File: config.mk
export PLATFORM = sky130hd
export DESIGN_NAME = microrv32_uart_tx
export DESIGN_NICKNAME = d
export VERILOG_FILES = /design/src/rtl/microrv32_periph_pkg.sv /design/src/rtl/microrv32_sync_fifo.sv /design/src/rtl/microrv32_uart_tx.sv
export SDC_FILE = /design/constraint.sdc
export NUM_CORES = 1
export LEC_CHECK = 0
export CAP_MARGIN = 40
export CORE_ASPECT_RATIO = 1.2
export CORE_MARGIN = 2
export CORE_UTILIZATION = 30
export CTS_CLUSTER_SIZE = 24
export DETAILED_ROUTE_END_ITERATION = 6
export GPL_TIMING_DRIVEN = 0
export PLACE_DENSITY = 0.57
export SKIP_CTS_REPAIR_TIMING = 1
export SLEW_MARGIN = 20
export SYNTH_ARGS = -nofsm -noshare
export SYNTH_HDL_FRONTEND = slang
export SYNTH_SLANG_ARGS = --single-unit
File: constraint.sdc
create_clock -name clk -period 7.94 [get_ports clk]
set_input_delay 0.794 -clock clk [delete_from_list [all_inputs] [get_ports clk]]
set_output_delay 0.794 -clock clk [all_outputs]
set_load 0.005 [all_outputs]
File: src/rtl/microrv32_periph_pkg.sv
// Shared definitions for MicroRV32 memory-mapped peripherals.
//  - UART register offsets (byte offsets, word aligned)
//  - STATUS register bit positions
//  - FSM state encodings for the UART bus responder and serialiser
//  - clamp_div: lower bound applied to the UART bit divisor
package microrv32_periph_pkg;

    localparam logic [7:0] UART_TXDATA  = 8'h00;
    localparam logic [7:0] UART_STATUS  = 8'h04;
    localparam logic [7:0] UART_BAUDDIV = 8'h08;

    localparam int STAT_FULL      = 0;
    localparam int STAT_EMPTY     = 1;
    localparam int STAT_BUSY      = 2;
    localparam int STAT_COUNT_LSB = 8;

    typedef enum logic {
        BUS_IDLE,
        BUS_ACK
    } bus_state_t;

    typedef enum logic [1:0] {
        TX_IDLE,
        TX_START,
        TX_DATA,
        TX_STOP
    } tx_state_t;

    // A divisor below 2 would give zero- or one-cycle bits that the
    // down-counter cannot time, so it is floored at 2.
    function automatic logic [15:0] clamp_div(input logic [15:0] v);
        return (v < 16'd2) ? 16'd2 : v;
    endfunction

endpackage

File: src/rtl/microrv32_sync_fifo.sv
// Synchronous FIFO with occupancy count.
//  clk, reset     : clock, asynchronous active-low reset
//  push, wdata    : write request/data; ignored while full
//  pop, rdata     : read request; rdata shows the head entry (valid when !empty)
//  full, empty    : occupancy flags
//  count          : number of stored entries (0..DEPTH)
// DEPTH must be a power of two so the pointers wrap naturally.
module microrv32_sync_fifo #(
    parameter int WIDTH = 8,
    parameter int DEPTH = 8
) (
    input  logic                       clk,
    input  logic                       reset,
    input  logic                       push,
    input  logic [WIDTH-1:0]           wdata,
    input  logic                       pop,
    output logic [WIDTH-1:0]           rdata,
    output logic                       full,
    output logic                       empty,
    output logic [$clog2(DEPTH):0]     count
);

    localparam int AW = $clog2(DEPTH);

    logic [WIDTH-1:0] mem [DEPTH];
    logic [AW-1:0]    wr_ptr;
    logic [AW-1:0]    rd_ptr;
    logic [AW:0]      cnt;
    logic             do_push;
    logic             do_pop;

    assign full    = (cnt == (AW+1)'(DEPTH));
    assign empty   = (cnt == '0);
    assign do_push = push && !full;
    assign do_pop  = pop && !empty;
    assign rdata   = mem[rd_ptr];
    assign count   = cnt;

    always_ff @(posedge clk or negedge reset) begin
        if (!reset) begin
            wr_ptr <= '0;
            rd_ptr <= '0;
            cnt    <= '0;
        end else begin
            if (do_push) wr_ptr <= wr_ptr + 1'b1;
            if (do_pop)  rd_ptr <= rd_ptr + 1'b1;
            case ({do_push, do_pop})
                2'b10:   cnt <= cnt + 1'b1;
                2'b01:   cnt <= cnt - 1'b1;
                default: cnt <= cnt;
            endcase
        end
    end

    // Storage carries no reset; entries are only read after being written.
    always_ff @(posedge clk) begin
        if (do_push) mem[wr_ptr] <= wdata;
    end

endmodule

File: src/rtl/microrv32_uart_tx.sv
// MicroRV32 memory-mapped UART transmitter (8N1).
//  clk, reset       : clock, asynchronous active-low reset
//  bus_valid/write  : request handshake, held until bus_ready
//  bus_addr         : byte offset (0x0 TXDATA, 0x4 STATUS, 0x8 BAUDDIV)
//  bus_wdata/wstrb  : write data and byte strobes
//  bus_ready        : one-cycle acknowledge
//  bus_rdata        : read data, non-zero only during bus_ready
//  tx               : serial output, idle high, registered
//  tx_idle          : FIFO empty and serialiser idle, registered
module microrv32_uart_tx
    import microrv32_periph_pkg::*;
#(
    parameter int FIFO_DEPTH  = 8,
    parameter int DEFAULT_DIV = 868,
    parameter int ADDR_W      = 4
) (
    input  logic              clk,
    input  logic              reset,
    input  logic              bus_valid,
    input  logic              bus_write,
    input  logic [ADDR_W-1:0] bus_addr,
    input  logic [31:0]       bus_wdata,
    input  logic [3:0]        bus_wstrb,
    output logic              bus_ready,
    output logic [31:0]       bus_rdata,
    output logic              tx,
    output logic              tx_idle
);

    localparam int CW = $clog2(FIFO_DEPTH) + 1;

    bus_state_t        bus_state, bus_state_nxt;
    tx_state_t         tx_state, tx_state_nxt;
    logic              cooldown;
    logic [31:0]       rdata_q, rdata_nxt;
    logic [15:0]       baud_div, baud_div_nxt, baud_wr;
    logic [ADDR_W-1:0] addr_word;
    logic              sel_txdata, sel_status, sel_baud;
    logic              push_req, accept;
    logic              fifo_push, fifo_pop, fifo_full, fifo_empty;
    logic [7:0]        fifo_rdata;
    logic [CW-1:0]     fifo_count;
    logic [31:0]       status_word;
    logic [7:0]        shreg, shreg_nxt;
    logic [2:0]        bit_idx, bit_idx_nxt;
    logic [15:0]       timer, timer_nxt, div_q, div_nxt;
    logic              tx_nxt, tx_idle_nxt;
    logic              unused_bits;

    assign unused_bits = ^{bus_addr[1:0], bus_wdata[31:16], bus_wstrb[3:2]};

    assign addr_word  = {bus_addr[ADDR_W-1:2], 2'b00};
    assign sel_txdata = (addr_word == ADDR_W'(UART_TXDATA));
    assign sel_status = (addr_word == ADDR_W'(UART_STATUS));
    assign sel_baud   = (addr_word == ADDR_W'(UART_BAUDDIV));

    // A push to a full FIFO is held off (no accept) rather than dropped.
    assign push_req  = bus_write && sel_txdata && bus_wstrb[0];
    assign accept    = (bus_state == BUS_IDLE) && bus_valid && !cooldown &&
                       !(push_req && fifo_full);
    assign fifo_push = accept && push_req;

    always_comb begin
        status_word = '0;
        status_word[STAT_FULL]  = fifo_full;
        status_word[STAT_EMPTY] = fifo_empty;
        status_word[STAT_BUSY]  = (tx_state != TX_IDLE);
        status_word[STAT_COUNT_LSB +: 8] = 8'(fifo_count);
    end

    assign baud_wr = {bus_wstrb[1] ? bus_wdata[15:8] : baud_div[15:8],
                      bus_wstrb[0] ? bus_wdata[7:0]  : baud_div[7:0]};

    microrv32_sync_fifo #(.WIDTH(8), .DEPTH(FIFO_DEPTH)) u_fifo (
        .clk   (clk),
        .reset (reset),
        .push  (fifo_push),
        .wdata (bus_wdata[7:0]),
        .pop   (fifo_pop),
        .rdata (fifo_rdata),
        .full  (fifo_full),
        .empty (fifo_empty),
        .count (fifo_count)
    );

    // Bus responder. rdata_nxt defaults to 0 so bus_rdata is only
    // non-zero while ACK is presented.
    always_comb begin
        bus_state_nxt = bus_state;
        rdata_nxt     = '0;
        baud_div_nxt  = baud_div;
        case (bus_state)
            BUS_IDLE: begin
                if (accept) begin
                    bus_state_nxt = BUS_ACK;
                    if (!bus_write) begin
                        if (sel_status)    rdata_nxt = status_word;
                        else if (sel_baud) rdata_nxt = {16'b0, baud_div};
                    end else if (sel_baud && |bus_wstrb[1:0]) begin
                        baud_div_nxt = clamp_div(baud_wr);
                    end
                end
            end
            BUS_ACK:  bus_state_nxt = BUS_IDLE;
            default:  bus_state_nxt = BUS_IDLE;
        endcase
    end

    always_ff @(posedge clk or negedge reset) begin
        if (!reset) begin
            bus_state <= BUS_IDLE;
            rdata_q   <= '0;
            baud_div  <= 16'(DEFAULT_DIV);
            cooldown  <= 1'b0;
        end else begin
            bus_state <= bus_state_nxt;
            rdata_q   <= rdata_nxt;
            baud_div  <= baud_div_nxt;
            // The cycle after ACK ignores bus_valid so the initiator can
            // drop or change its request.
            cooldown  <= (bus_state == BUS_ACK);
        end
    end

    assign bus_ready = (bus_state == BUS_ACK);
    assign bus_rdata = rdata_q;

    // Serialiser. The bit timer counts down from div-1, so each bit lasts
    // exactly div cycles; div_q freezes BAUDDIV for the whole frame.
    always_comb begin
        tx_state_nxt = tx_state;
        shreg_nxt    = shreg;
        bit_idx_nxt  = bit_idx;
        timer_nxt    = (timer != '0) ? timer - 16'd1 : timer;
        div_nxt      = div_q;
        fifo_pop     = 1'b0;
        case (tx_state)
            TX_IDLE: begin
                if (!fifo_empty) begin
                    fifo_pop     = 1'b1;
                    shreg_nxt    = fifo_rdata;
                    div_nxt      = baud_div;
                    timer_nxt    = baud_div - 16'd1;
                    tx_state_nxt = TX_START;
                end
            end
            TX_START: begin
                if (timer == '0) begin
                    bit_idx_nxt  = '0;
                    timer_nxt    = div_q - 16'd1;
                    tx_state_nxt = TX_DATA;
                end
            end
            TX_DATA: begin
                if (timer == '0) begin
                    shreg_nxt   = {1'b0, shreg[7:1]};
                    bit_idx_nxt = bit_idx + 3'd1;
                    timer_nxt   = div_q - 16'd1;
                    if (bit_idx == 3'd7) tx_state_nxt = TX_STOP;
                end
            end
            TX_STOP: begin
                if (timer == '0) begin
                    if (!fifo_empty) begin
                        // Back-to-back frame: no idle gap after the stop bit.
                        fifo_pop     = 1'b1;
                        shreg_nxt    = fifo_rdata;
                        div_nxt      = baud_div;
                        timer_nxt    = baud_div - 16'd1;
                        tx_state_nxt = TX_START;
                    end else begin
                        tx_state_nxt = TX_IDLE;
                    end
                end
            end
            default: tx_state_nxt = TX_IDLE;
        endcase

        // tx is computed from the next state so the flop output lines up
        // exactly with the state register.
        case (tx_state_nxt)
            TX_START: tx_nxt = 1'b0;
            TX_DATA:  tx_nxt = shreg_nxt[0];
            default:  tx_nxt = 1'b1;
        endcase

        // If the serialiser stays idle nothing was popped, so the FIFO is
        // empty next cycle unless the bus pushes now.
        tx_idle_nxt = (tx_state_nxt == TX_IDLE) && fifo_empty && !fifo_push;
    end

    always_ff @(posedge clk or negedge reset) begin
        if (!reset) begin
            tx_state <= TX_IDLE;
            shreg    <= '0;
            bit_idx  <= '0;
            timer    <= '0;
            div_q    <= 16'(DEFAULT_DIV);
            tx       <= 1'b1;
            tx_idle  <= 1'b1;
        end else begin
            tx_state <= tx_state_nxt;
            shreg    <= shreg_nxt;
            bit_idx  <= bit_idx_nxt;
            timer    <= timer_nxt;
            div_q    <= div_nxt;
            tx       <= tx_nxt;
            tx_idle  <= tx_idle_nxt;
        end
    end

endmodule
* After elaboration in Yosys (flattened, before gate mapping)
Memories as Yosys holds them, arrays and structs flattened.
Index checks and enable logic that the tools add are counted.
Widths: inputs -> output; s select.
** Storage, ports and cells
- Register bits after elaboration :: 107
- RAM bits :: 64
- Input bits :: 44
- Output and inout bits :: 35
- Logic and storage cells :: 113
- Memories kept :: 1
** Cells by class
- Add/sub/neg operators :: 8
- $lt $le $gt $ge :: 1
- Equal/unequal tests :: 14
- Multiplexer cells :: 39
- Bitwise operators :: 1
- Reduce and logical (&&, ||, !) cells :: 34
** Memory list
- u_fifo.mem :: depth 8, bits a word 8, rd ports 1, clocked after Yosys merged registers in 0, wr ports 1, RTL line microrv32_sync_fifo.sv:25 : logic [WIDTH-1:0] mem [DEPTH];
** Operators by type and width (count)
- $mux 16 :: 12
- $pmux 16 s3 :: 1
- $sub 16x1->16 const B :: 3
- $mux 8 :: 5
- $pmux 16 s2 :: 1
- $pmux 8 s3 :: 1
- $logic_not 16->1 :: 1
- $lt 16x2->1 const B :: 1
- $reduce_bool 16->1 :: 1
- $logic_and 1x1->1 :: 12
- $eq 2x2->1 const B :: 5
- $mux 2 :: 5
- $add 3x1->3 const B :: 3
- $eq 2x1->1 const B :: 4
- $logic_not 4->1 :: 2
- $pmux 2 s4 :: 1
- $pmux 4 s2 :: 1
- $reduce_bool 2->1 :: 4
- $mux 1 :: 6
- $mux 3 :: 2
- $ne 2x2->1 const B :: 3
- $pmux 1 s2 :: 3
- $pmux 3 s2 :: 1
- $reduce_and 3->1 :: 2
- 11 further kinds :: 17

* Depth between registers and ports, before layout
Gate-level depths: netlist of run 1.
- Depth in word-level cells :: 10
- Gate-level depth with buffers :: 14
- Gate-level depth less buffers :: 13

* By module
From an unflattened synthesis of run 1, not the netlist that was laid out.
** Second synthesis, totals
- Cells, all modules :: 662
- Area, all modules :: 8094.0 µm²
** Modules (own cells, without submodules)
- microrv32_uart_tx :: instances 1, cells each 502, area each 4959.8 µm², seq. area each 2042.0 µm²
- microrv32_sync_fifo :: instances 1, cells each 160, area each 3134.3 µm², seq. area each 2172.1 µm²

* Worst setup path after synthesis of run 1
Ideal clock, no wire load.
- Kind :: input to register
- From :: input port bus_wstrb[0]
- To :: register u_fifo.cnt[3] (netlist: u_fifo.count[3])
- Setup time :: 125 ps
- Arrival time :: 2878 ps
- Data required time :: 7815 ps
- Path slack :: 4936 ps
- Stages :: 11
- Buffers on the path :: 1
- Cell sequence :: clkbuf_1 > nor4bb_1 > a2111oi_2 > nand2_1 > ha_1 > ha_1 > a21o_1 > a21oi_1 > xnor2_1 > nor2_1 > xor2_1
** On the way
- Word-level cells in the longest chain between the ends :: 8
- Elaborated cells between the ends (all ways) :: 10
- Those cells by class :: eq/ne: 2; mux: 1; reduce/logical: 7
** Ends and longest elaborated chain
- start, declared :: RTL line microrv32_uart_tx.sv:23 : input logic [3:0] bus_wstrb,
- $logic_and 1x1->1 * :: RTL line microrv32_uart_tx.sv:58 : assign push_req = bus_write && sel_txdata && bus_wstrb[0];
- $logic_and 1x1->1 :: RTL line microrv32_uart_tx.sv:60 : !(push_req && fifo_full);
- $logic_not 1->1 :: RTL line microrv32_uart_tx.sv:60
- $logic_and 1x1->1 :: RTL line microrv32_uart_tx.sv:59 : assign accept = (bus_state == BUS_IDLE) && bus_valid && !cooldown &&
- $logic_and 1x1->1 * :: RTL line microrv32_uart_tx.sv:61 : assign fifo_push = accept && push_req;
- $logic_and 1x1->1 * :: RTL line microrv32_sync_fifo.sv:34 : assign do_push = push && !full;
- $eq 2x1->1 / $eq 2x2->1 (equally long branches) :: RTL line microrv32_sync_fifo.sv:47 : case ({do_push, do_pop})
- $pmux 4 s2 / $reduce_bool 2->1 (equally long branches)
- end signal, assigned :: RTL line microrv32_sync_fifo.sv:48 : 2'b10: cnt <= cnt + 1'b1;
- end signal, assigned :: RTL line microrv32_sync_fifo.sv:49 : 2'b01: cnt <= cnt - 1'b1;
- end signal, assigned :: RTL line microrv32_sync_fifo.sv:50 : default: cnt <= cnt;
- end, declared :: RTL line microrv32_sync_fifo.sv:28 : logic [AW:0] cnt;
Mark *: on every way between the ends. The rest lies on a longest branch, timed or not.
A chain may end at the register's enable or synchronous reset.

* Worst setup path after layout of run 1
- From :: register timer[0]
- To :: register u_fifo.cnt[3] (netlist: u_fifo.count[3])
** On the way
- Word-level cells in the longest chain between the ends :: 6
- Elaborated cells between the ends (all ways) :: 8
- Those cells by class :: eq/ne: 2; mux: 3; reduce/logical: 3
** Ends and longest elaborated chain
- start, declared :: RTL line microrv32_uart_tx.sv:46 : logic [15:0] timer, timer_nxt, div_q, div_nxt;
- start signal, assigned :: RTL line microrv32_uart_tx.sv:205 : timer <= timer_nxt;
- $logic_not 16->1 * :: RTL line microrv32_uart_tx.sv:163 : if (timer == '0) begin
- $mux 1 * :: RTL line microrv32_uart_tx.sv:163
- $pmux 1 s2 * :: RTL line microrv32_uart_tx.sv:137 : case (tx_state)
- $logic_and 1x1->1 * :: RTL line microrv32_sync_fifo.sv:35 : assign do_pop = pop && !empty;
- via u_fifo.do_pop :: RTL line microrv32_sync_fifo.sv:30 : logic do_pop;
- $eq 2x1->1 / $eq 2x2->1 (equally long branches) :: RTL line microrv32_sync_fifo.sv:47
- $pmux 4 s2 / $reduce_bool 2->1 (equally long branches)
The timed path passes the listed nets; every way through them passes the cells marked *.

==> impl_metrics.yaml, run 1 <==
power:
  p_comb_share_pct: 43.4
  p_seq_share_pct: 33.6
  p_switching_mw: 1.34
  sw_frac_of_total_pct: 39.9
  p_leak_nw: 3.72
  p_per_area_nw_per_um2: 354
  p_clk_share_pct: 23.0
  vdd.ir_drop.worst_mv: 0.268
  internal-power_mw: 2.01
synth:
  yosys.area.top_type: "dfrtp_1"
  synth_area_um2: 7920
  ys_top_cells_by_count: "79 x dfrtp_1, 64 x edfxtp_1, 51 x nor2_1, 48 x nand2_1, 28 x a21oi_1"
  synth-seq-cells: 155
  ys.flop_type: "dfrtp_1"
  synth_warnings: 0
  synth-edff-count: 64
  synth_top_area_share_pct: 25.0
  synthCells: 677
  synth.avg_cell_area_um2: 11.7
  synthTopCellsByArea: "dfrtp_1 25%, edfxtp_1 24%, mux4_2 4.5%"
  yosysSeqAreaShare_pct: 53.2
  yosysMostFrequentCell: "dfrtp_1"
  yosysUniqueCellTypes: 78
  async_flop_share_pct: 58.7
clocking:
  cts_tree: "yes"
  htreeDepth: 4
  cts-root-buf: "clkbuf_16"
  cts_max_path_buffers: 2
  clock_latency_ns: 0.44
  cts.clk_slew.worst_paths_ns: 0.07
  cts_buffers: 17
  clock_sinks: 155
placement:
  hpwl_um: 14100
  placedCellCount: 1071
  gp_congestion: 0.820
  dpl_cell_area_um2: 8870
  port_buffers: 40
route:
  viasPerCell: 5.03
  drt_pass1_iterations: 5
  drt_wl_total_um: 19500
  drc: 0
  detail_route.wl_per_cell_um: 17.7
  first_iter_violations: 349
  ant_nets: 0
  dr_total_vias: 5573
finish:
  nets: 819
  design_area_um2: 9460
  drive_above_1_share_pct: 16.3
  final_util_pct: 36.2
  stdcell_count: 1107
  syn_to_final_growth_pct: 19.4
  n_fill_cell: 2598
  insertedDiodeCount: 0
sta:
  final_max_slew_viol_count: 0
  hold_violations: 0
  fmax_mhz: 281
  setup_viol: 0
  rsz0062_at_grt: "false"
  slew-limit-headroom_pct: 45.2
  min_period_over_period_pct: 44.8
  fin_skew_ns: 0.00927
  fin_crit_ns: 3.56
  setup_tns_ns: 0
  worst_pin_slew_ns: 0.817
critical_path:
  worstPathRequired_ns: 8.26
  cp_max_fo: 9
  arrival_ns: 3.87
  crit_path_max_incr_delay_ns: 0.45
  cp-start-kind: "flip-flop"
  path_buf_inv: 2
  crit_top_cell: "ha_1"
  worstSetupEndpointType: "flip-flop"
  worstSetupPathType: "reg -> reg"
  crit_slowest_cell: "nor3_2"
  cpLargestDelayFamily: "simple AND/OR/NAND/NOR gates"
  path_cells: "inv_1 -> ha_1 -> or3b_1 -> buf_2 -> nor2_2 -> a31oi_4 -> nor3_2 -> ha_1 -> ha_1 -> a21o_1 -> a21oi_1 -> xnor2_1 -> nor2_1 -> xor2_1"
floorplan:
  dieArea_um2: 27700
  ios: 79
  fp.dieW_um: 152
  rows: 65
  die_h_um: 182
  core_region_area_um2: 26100
  start_util_pct: 30.3
global_routing:
  grt_start_max_net_pins: 56
  grt_pass1_vias: 5552
  antenna_found_initial: 0
  grt_usage_pct: 14.3
  gr-total-overflow: 0
  grt_pass1_wl_um: 31200
worst_hold_path:
  holdCritPathClass: "in -> async"
run_status:
  status: "finished, final reports clean"
flow_run:
  cap_violations: 0
[layer usage]
layer | part of all wire (%) | wire length (µm) | up-vias | global-route usage (%)
met5 | 0 | 0 | - | 0
met4 | 2.3 | 440 | 0 | 5.38
met1 | 42 | 8210 | 2738 | 17.9
met3 | 5.3 | 1040 | 29 | 2.77
li1 | - | - | 2647 | -
met2 | 50 | 9850 | 159 | 24.5
[kinds of logic after synthesis]
family	count (synthesis)	synth area share (%)
xor gates and xnor gates	40	4.42
AOI/OAI and AO/OA	145	12.7
adders and majority gates	16	2.62
muxes	46	8.84
DFF	155	53.2
buffers and inverters	72	4.58
other	1	0.0473
and+or+nand+nor	202	13.6
[worst paths after layout]
| path | from | cells after the start | slack, ns | to |
|---|---|---|---|---|
| worst max-delay path | timer[0] | 14 | 4.38 | u_fifo.count[3] |
| worst min-delay path | reset | 1 | 0.26 | timer[11] |
| worst max register to register | timer[0] | 14 | 4.38 | u_fifo.count[3] |
| worst min register to register | cooldown | 1 | 0.45 | bus_ready |
| max in group asynchronous | reset | 2 | 7.02 | baud_div[2] |
| min in group clk | cooldown | 1 | 0.45 | bus_ready |
[cell usage in the layout (no fill, tap or decap), types with 20 or more instances in the layout]
master           netlist  final
o21ai_1               20     20
edfxtp_1              64     64
clkdlybuf4s50_1        0     39
buf_4                 18     22
nand2_1               48     48
dfrtp_1               79     79
xnor2_1               24     24
clkbuf_1              23     24
a21oi_1               28     28
nor2_1                51     51
inv_1                 20     20
[registers in the layout, summed over array words and instances (netlist names)]
| signal | cells |
|---|---|
| u_fifo.mem | 64 |
| baud_div | 16 |
| bus_rdata | 16 |
| div_q | 16 |
| timer | 16 |
| shreg | 8 |
| u_fifo.count | 4 |
| bit_idx | 3 |
| u_fifo.rd_ptr | 3 |
| u_fifo.wr_ptr | 3 |
| tx_state | 2 |
| bus_ready | 1 |
| cooldown | 1 |
| tx | 1 |
| tx_idle | 1 |
[power groups by stage]
stage	clock, mW	combinational [mW]	sequential [mW]
2_1_floorplan	0	1.10	1.09
3_3_place_gp	0	1.43	1.14
3_5_place_dp	0	1.45	1.14
4_1_cts	0.789	1.46	1.13
5_1_grt	0.823	1.60	1.14
6_report	0.770	1.45	1.13
[stage by stage]
stage | hold WS (ns) | worst slack (ns) | power [mW]
2_1_floorplan | 0.424 | 4.94 | 2.20
3_3_place_gp | 0.445 | 2.53 | 2.57
3_5_place_dp | 0.445 | 4.14 | 2.59
4_1_cts | 0.265 | 4.42 | 3.37
5_1_grt | 0.279 | 4.25 | 3.57
6_report | 0.265 | 4.38 | 3.35
[area by class of cell]
class                   instances  area [µm²]  share of cell area (%)
plain buffers                  52         288                    3.04
clock buffers                  18         429                    4.54
clock inverters                14         134                    1.41
inverters                      20        75.1                   0.793
multi-input cells             465        3430                    36.2
flip-flops and latches        155        4210                    44.5
well taps                     335         419                    4.43
repair buffers                 48         474                    5.01
No activity file was read; power rests on OpenSTA's default activity.
==> inputs of run 2 (changes only) <==
--- a/config.mk
+++ b/config.mk
@@ -12,7 +12,7 @@
 export CTS_CLUSTER_SIZE = 24
 export DETAILED_ROUTE_END_ITERATION = 6
 export GPL_TIMING_DRIVEN = 0
-export PLACE_DENSITY = 0.57
+export PLACE_DENSITY = 0.59
 export SKIP_CTS_REPAIR_TIMING = 1
 export SLEW_MARGIN = 20
 export SYNTH_ARGS = -nofsm -noshare
==> constraint.sdc (replaced) <==
create_clock -name clk -period 3 [get_ports clk]
set_input_delay 0.3 -clock clk [delete_from_list [all_inputs] [get_ports clk]]
set_output_delay 0.3 -clock clk [all_outputs]
set_load 0.005 [all_outputs]
==> run 2 against run 1 <==
- largest cell class unchanged
- count of clock-buffer cells in the layout did not move
- flip-flop and latch count is the same
- setup slack lost 4.4 ns
- first-iteration DRC count grew 7.7%
- the flow now finishes with violations (negative setup slack)
- maximum frequency increased by 17%
- core utilization is 0.77 points higher
- combinational power rose to 2.8 times the previous value
- total power grew to 2.8 times the previous value
- via count is 1.4% higher
==> impl_metrics.yaml, run 2 (synthesis gave the netlist of run 1 again) <==
run_status:
  status: "finished, violations left"
  violations: "negative setup slack"
route:
  first_iter_violations: 376
  drt_pass1_iterations: 5
  viasPerCell: 5.05
  drt_wl_total_um: 19400
  ant_nets: 0
  dr_total_vias: 5651
  detail_route.wl_per_cell_um: 17.3
  drc: 0
sta:
  whs_ns: 0.353
  fmax_mhz: 329
  rsz0062_at_grt: "true"
  setup_viol: 1
  setup_slack_ns: -0.0367
  fin_skew_ns: 0.00639
  hold_violations: 0
  min_period_over_period_pct: 101
  worst_pin_slew_ns: 0.824
  slew-limit-headroom_pct: 44.8
  final_max_slew_viol_count: 0
  fin_crit_ns: 3.04
finish:
  drive_above_1_share_pct: 18.4
  mostFrequentLayoutCells: "79 x dfrtp_1, 64 x edfxtp_1, 51 x nor2_1, 48 x nand2_1, 39 x clkdlybuf4s50_1"
  final_util_pct: 37.0
  stdcell_count: 1118
  regArea_um2: 4210
  layout_commonest_cell: "dfrtp_1"
  top_register: "u_fifo.mem"
  insertedDiodeCount: 0
  n_fill_cell: 2533
  largest_reg_flops: 64
  syn_to_final_growth_pct: 22.0
  multi_input_area_um2: 3470
  nets: 830
placement:
  port_buffers: 40
  hpwl_um: 13900
  gp_congestion: 0.861
  placedCellCount: 1071
power:
  sw_frac_of_total_pct: 37.8
  p_clk_share_pct: 24.3
  p_comb_share_pct: 43.9
  internal-power_mw: 5.82
  p_per_area_nw_per_um2: 969
  p_seq_share_pct: 31.8
  vdd.ir_drop.worst_mv: 0.485
  p_switching_mw: 3.54
  p_leak_nw: 3.81
floorplan:
  dieArea_um2: 27700
  fp.dieW_um: 152
  start_util_pct: 30.3
  ios: 79
  core_region_area_um2: 26100
  rows: 65
  die_h_um: 182
clocking:
  cts_max_path_buffers: 2
  clock_latency_ns: 0.43
  cts_tree: "yes"
  cts_buffers: 17
  cts-root-buf: "clkbuf_16"
  cts.clk_slew.worst_paths_ns: 0.06
  clock_sinks: 155
  htreeDepth: 4
critical_path:
  worstSetupPathType: "reg -> reg"
  cp_max_fo: 9
  path_cells: "inv_2 -> ha_4 -> or3b_4 -> buf_8 -> nor2_4 -> a31oi_4 -> nor3_4 -> ha_2 -> ha_1 -> a21o_1 -> a21oi_2 -> xnor2_1 -> nor2_1 -> xor2_1"
  arrival_ns: 3.35
  cpLargestDelayFamily: "simple AND/OR/NAND/NOR gates"
  worstPathRequired_ns: 3.31
  crit_path_max_incr_delay_ns: 0.42
  worstSetupEndpointType: "flip-flop"
  path_buf_inv: 2
  cp-start-kind: "flip-flop"
  crit_slowest_cell: "dfrtp_1"
flow_run:
  cap_violations: 0
global_routing:
  grt_usage_pct: 14.2
  gr-total-overflow: 0
  antenna_found_initial: 0
  grt_pass1_wl_um: 31000
  grt_start_max_net_pins: 53
  grt_pass1_vias: 5592
worst_hold_path:
  holdCritPathClass: "in -> async"
run 2: cell types whose count changed in the layout (fill, tap and decap cells not counted), moves of 3 or more:
cell | before | now
inv_8 | 3 | 0
buf_4 | 22 | 33
clkinv_4 | 4 | 1
bufinv_16 | 0 | 4
run 2: final cells by class:
cell class | instances | area share, %
sequential | 155 | 43.6
buffer | 51 | 3.04
clock buffer | 18 | 4.44
tap | 335 | 4.34
clock inverter | 14 | 1.98
timing repair buffer | 60 | 5.87
inverter | 20 | 0.777
multi-input combinational | 465 | 35.9
run 2: power groups by stage:
stage,Sequential [mW],Combinational [mW],Clock (mW)
6_report,2.98,4.11,2.28
5_1_grt,3.03,4.53,2.40
4_1_cts,2.97,3.83,2.31
3_5_place_dp,3.01,3.80,0
3_3_place_gp,3.00,3.78,0
2_1_floorplan,2.89,2.92,0
run 2: path summary, 6_finish.rpt:
| kind | start | end | slack (ns) | cells past startpoint |
|---|---|---|---|---|
| max | timer[0] | u_fifo.count[3] | -0.04 | 14 |
| min | reset | bus_rdata[13] | 0.35 | 2 |
| max reg2reg | timer[0] | u_fifo.count[3] | -0.04 | 14 |
| min reg2reg | cooldown | bus_ready | 0.46 | 1 |
| max in group asynchronous | reset | div_q[2] | 1.99 | 3 |
| min in group clk | bus_wstrb[1] | baud_div[13] | 0.41 | 3 |
run 2: stage by stage:
step                      TNS (ns)  instance area [µm²]  setup slack, ns  power (mW)
final                      -0.0367                 9660          -0.0367        9.36
after global routing         -3.96                 9660           -0.202        9.96
after CTS                    -2.21                 9490           -0.465        9.11
after detailed placement     -7.65                 8870           -0.446        6.81
after global placement     -181.33                 8800            -1.92        6.78
after floorplan                  0                 7980           0.0682        5.82
run 2: routing by layer:
layer | vias to the layer above | global-route usage, % | part of all wire, % | wire [µm]
met5 | - | 0 | 0 | 0
met4 | 0 | 5.91 | 2.6 | 510
met3 | 38 | 2.67 | 4.0 | 781
met2 | 150 | 23.8 | 49 | 9540
met1 | 2782 | 18.0 | 44 | 8560
li1 | 2681 | - | - | -
run 2: worst register-to-register path: stages, from the launching register on:
cell,delay [ns]
dfrtp_1,0.42
inv_2,0.09
ha_4,0.14
or3b_4,0.38
buf_8,0.15
nor2_4,0.17
a31oi_4,0.13
nor3_4,0.30
ha_2,0.26
ha_1,0.23
a21o_1,0.19
a21oi_2,0.14
xnor2_1,0.13
nor2_1,0.07
xor2_1,0.14
==> inputs of run 3 (changes only) <==
--- a/config.mk
+++ b/config.mk
@@ -5,6 +5,7 @@
 export SDC_FILE = /design/constraint.sdc
 export NUM_CORES = 1
 export LEC_CHECK = 0
+export ABC_AREA = 1
 export CAP_MARGIN = 40
 export CORE_ASPECT_RATIO = 1.2
 export CORE_MARGIN = 2
==> run 3 against run 2 <==
- the flow now finishes without violations
- total power increased by 0.77%
- hold slack got worse by 0.0090 ns
- global-route usage rose by 1.6 points
- die area rose by 6.0%
- clock skew increased by 0.0016 ns
- sequential power about the same
- maximum frequency increased by 11%
- wire length rose by 16%
- combinational power is 4% higher
- register-to-register slack improved by 0.30 ns
- clock power shrank 5%
- count of clock-buffer cells in the layout increased by 2
- critical endpoint unchanged
- largest cell class unchanged
==> impl_metrics.yaml, run 3 <==
floorplan:
  core_region_area_um2: 27700
  die_h_um: 187
  rows: 67
  start_util_pct: 30.3
  dieArea_um2: 29400
  fp.dieW_um: 157
  ios: 79
finish:
  syn_to_final_growth_pct: 20.0
  n_fill_cell: 2878
  multi_input_area_um2: 3760
  nets: 1150
  drive_above_1_share_pct: 12.4
  stdcell_count: 1482
  largest_reg_flops: 64
  regArea_um2: 4210
  insertedDiodeCount: 0
  layout_commonest_cell: "nand2_1"
  mostFrequentLayoutCells: "293 x nand2_1, 109 x nand3_1, 87 x nor2_1, 79 x dfrtp_1, 70 x inv_1"
  top_register: "u_fifo.mem"
synth:
  synthCells: 1011
  synth_top_area_share_pct: 23.5
  synth_area_um2: 8410
  synth.avg_cell_area_um2: 8.32
  async_flop_share_pct: 58.7
  yosysSeqAreaShare_pct: 50.1
  yosys.area.top_type: "dfrtp_1"
  synth_warnings: 0
  synth-seq-cells: 155
  synth-edff-count: 64
  ys_top_cells_by_count: "294 x nand2_1, 110 x nand3_1, 87 x nor2_1, 79 x dfrtp_1, 70 x inv_1"
  yosysMostFrequentCell: "nand2_1"
  ys.flop_type: "dfrtp_1"
  synthTopCellsByArea: "dfrtp_1 24%, edfxtp_1 23%, nand2_1 13%"
  yosysUniqueCellTypes: 49
placement:
  placedCellCount: 1448
  hpwl_um: 16600
  place_ws_ns: -0.194
  gp_congestion: 0.892
  port_buffers: 42
sta:
  worst_pin_slew_ns: 0.817
  slew-limit-headroom_pct: 45.3
  setup_slack_ns: 0.261
  setup_tns_ns: 0
  min_period_over_period_pct: 91.3
  fin_skew_ns: 0.00797
  hold_violations: 0
  fin_crit_ns: 2.74
  final_max_slew_viol_count: 0
  setup_viol: 0
  whs_ns: 0.344
  fmax_mhz: 365
global_routing:
  grt_pass1_vias: 6802
  antenna_found_initial: 0
  grt_pass1_wl_um: 36300
  grt_start_max_net_pins: 58
  gr-total-overflow: 0
  grt_usage_pct: 15.8
critical_path:
  cp-startpoint: "timer[0]"
  worstSetupPathType: "reg -> reg"
  worstSetupEndpointType: "flip-flop"
  cp_max_fo: 3
  arrival_ns: 3.06
  reg2reg_from: "timer[0]"
  worstPathRequired_ns: 3.32
  cp-start-kind: "flip-flop"
route:
  ant_nets: 0
  viasPerCell: 4.66
  highest_layer: "met4"
  drt_wl_total_um: 22400
  drc: 0
  first_iter_violations: 464
  met2_length_um: 11200
  detail_route.wl_per_cell_um: 15.1
  m1WireLength_um: 9820
  wl_met3_um: 832
  drt_pass1_iterations: 5
  dr_total_vias: 6911
power:
  power_mw: 9.43
  p_leak_nw: 4.45
  vdd.ir_drop.worst_mv: 0.504
  p_per_area_nw_per_um2: 934
worst_hold_path:
  holdCritPathClass: "in -> async"
clocking:
  htreeDepth: 4
  cts_tree: "yes"
  clock_sinks: 155
  cts-root-buf: "clkbuf_16"
  cts_max_path_buffers: 2
  cts.clk_slew.worst_paths_ns: 0.06
  cts_buffers: 17
  clock_latency_ns: 0.43
flow_run:
  cap_violations: 0
run_status:
  status: "finished, final reports clean"
-- run 3: cell count changes after synthesis, moves of 10 or more --
| cell | delta |
|---|---|
| nand2_1 | +246 |
| inv_1 | +50 |
| clkbuf_1 | -13 |
| a22o_1 | -10 |
| nand3_1 | +102 |
| a22oi_1 | -10 |
| mux4_2 | -16 |
| mux2_1 | -10 |
| o21ai_0 | +53 |
| xnor2_1 | -20 |
| nor2_1 | +36 |
-- run 3: worst max-delay path, stage by stage (launching register included) --
cell,delay [ns]
dfrtp_1,0.38
inv_1,0.11
ha_2,0.24
nand2_2,0.13
nor2_4,0.17
nand3_2,0.15
nand2_4,0.11
nand2_1,0.09
inv_2,0.13
ha_2,0.21
ha_1,0.28
nand2_1,0.08
nor2_1,0.04
a211oi_2,0.17
nor2_1,0.06
nor2_1,0.08
nand2_1,0.06
xor2_1,0.13
-- run 3: logic make-up (layout without fill, tap and decap cells) --
logic type	after synthesis	after routing	synth area share, %
muxes	1	1	0.119
adders and majority gates	16	16	2.47
xor gates and xnor gates	24	24	2.50
DFF	155	155	50.1
AOI/OAI and AO/OA	127	127	8.37
other	1	16	0.0446
buffers and inverters	125	202	6.84
and+or+nand+nor	562	562	29.6
-- run 3: path summary, 6_finish.rpt --
kind | to | slack, ns | cells past startpoint
max | u_fifo.count[3] | 0.26 | 17
min | timer[12] | 0.34 | 2
max reg2reg | u_fifo.count[3] | 0.26 | 17
min reg2reg | cooldown | 0.41 | 0
max in group asynchronous | baud_div[9] | 2.01 | 3
min in group clk | cooldown | 0.41 | 0
-- run 3: layout make-up --
cell class / instances / area share, %
multi-input combinational: 746 / 37.3
clock buffer: 20 / 4.52
timing repair buffer: 46 / 4.70
sequential: 155 / 41.7
inverter: 81 / 3.01
clock inverter: 12 / 1.39
tap: 379 / 4.70
buffer: 43 / 2.65
-- run 3: through the flow --
stage | utilization, % | instance area (µm²)
3_5_place_dp | 34.0 | 9430
6_report | 36.4 | 10100
4_1_cts | 36.1 | 10000
5_1_grt | 36.4 | 10100
2_1_floorplan | - | 8470
3_3_place_gp | 33.7 | 9360
-- run 3: report_power, final --
part,internal (mW),total [mW],switching [mW]
Sequential,2.61,2.98,0.365
Combinational,1.45,4.28,2.83
Clock,1.28,2.17,0.898
Total,5.35,9.43,4.09
-- run 3: metal layers --
metal	up-vias	GRT usage, %
met5	-	0
met4	0	5.82
met3	37	2.39
met2	163	27.2
met1	3227	20.0
li1	3484	-
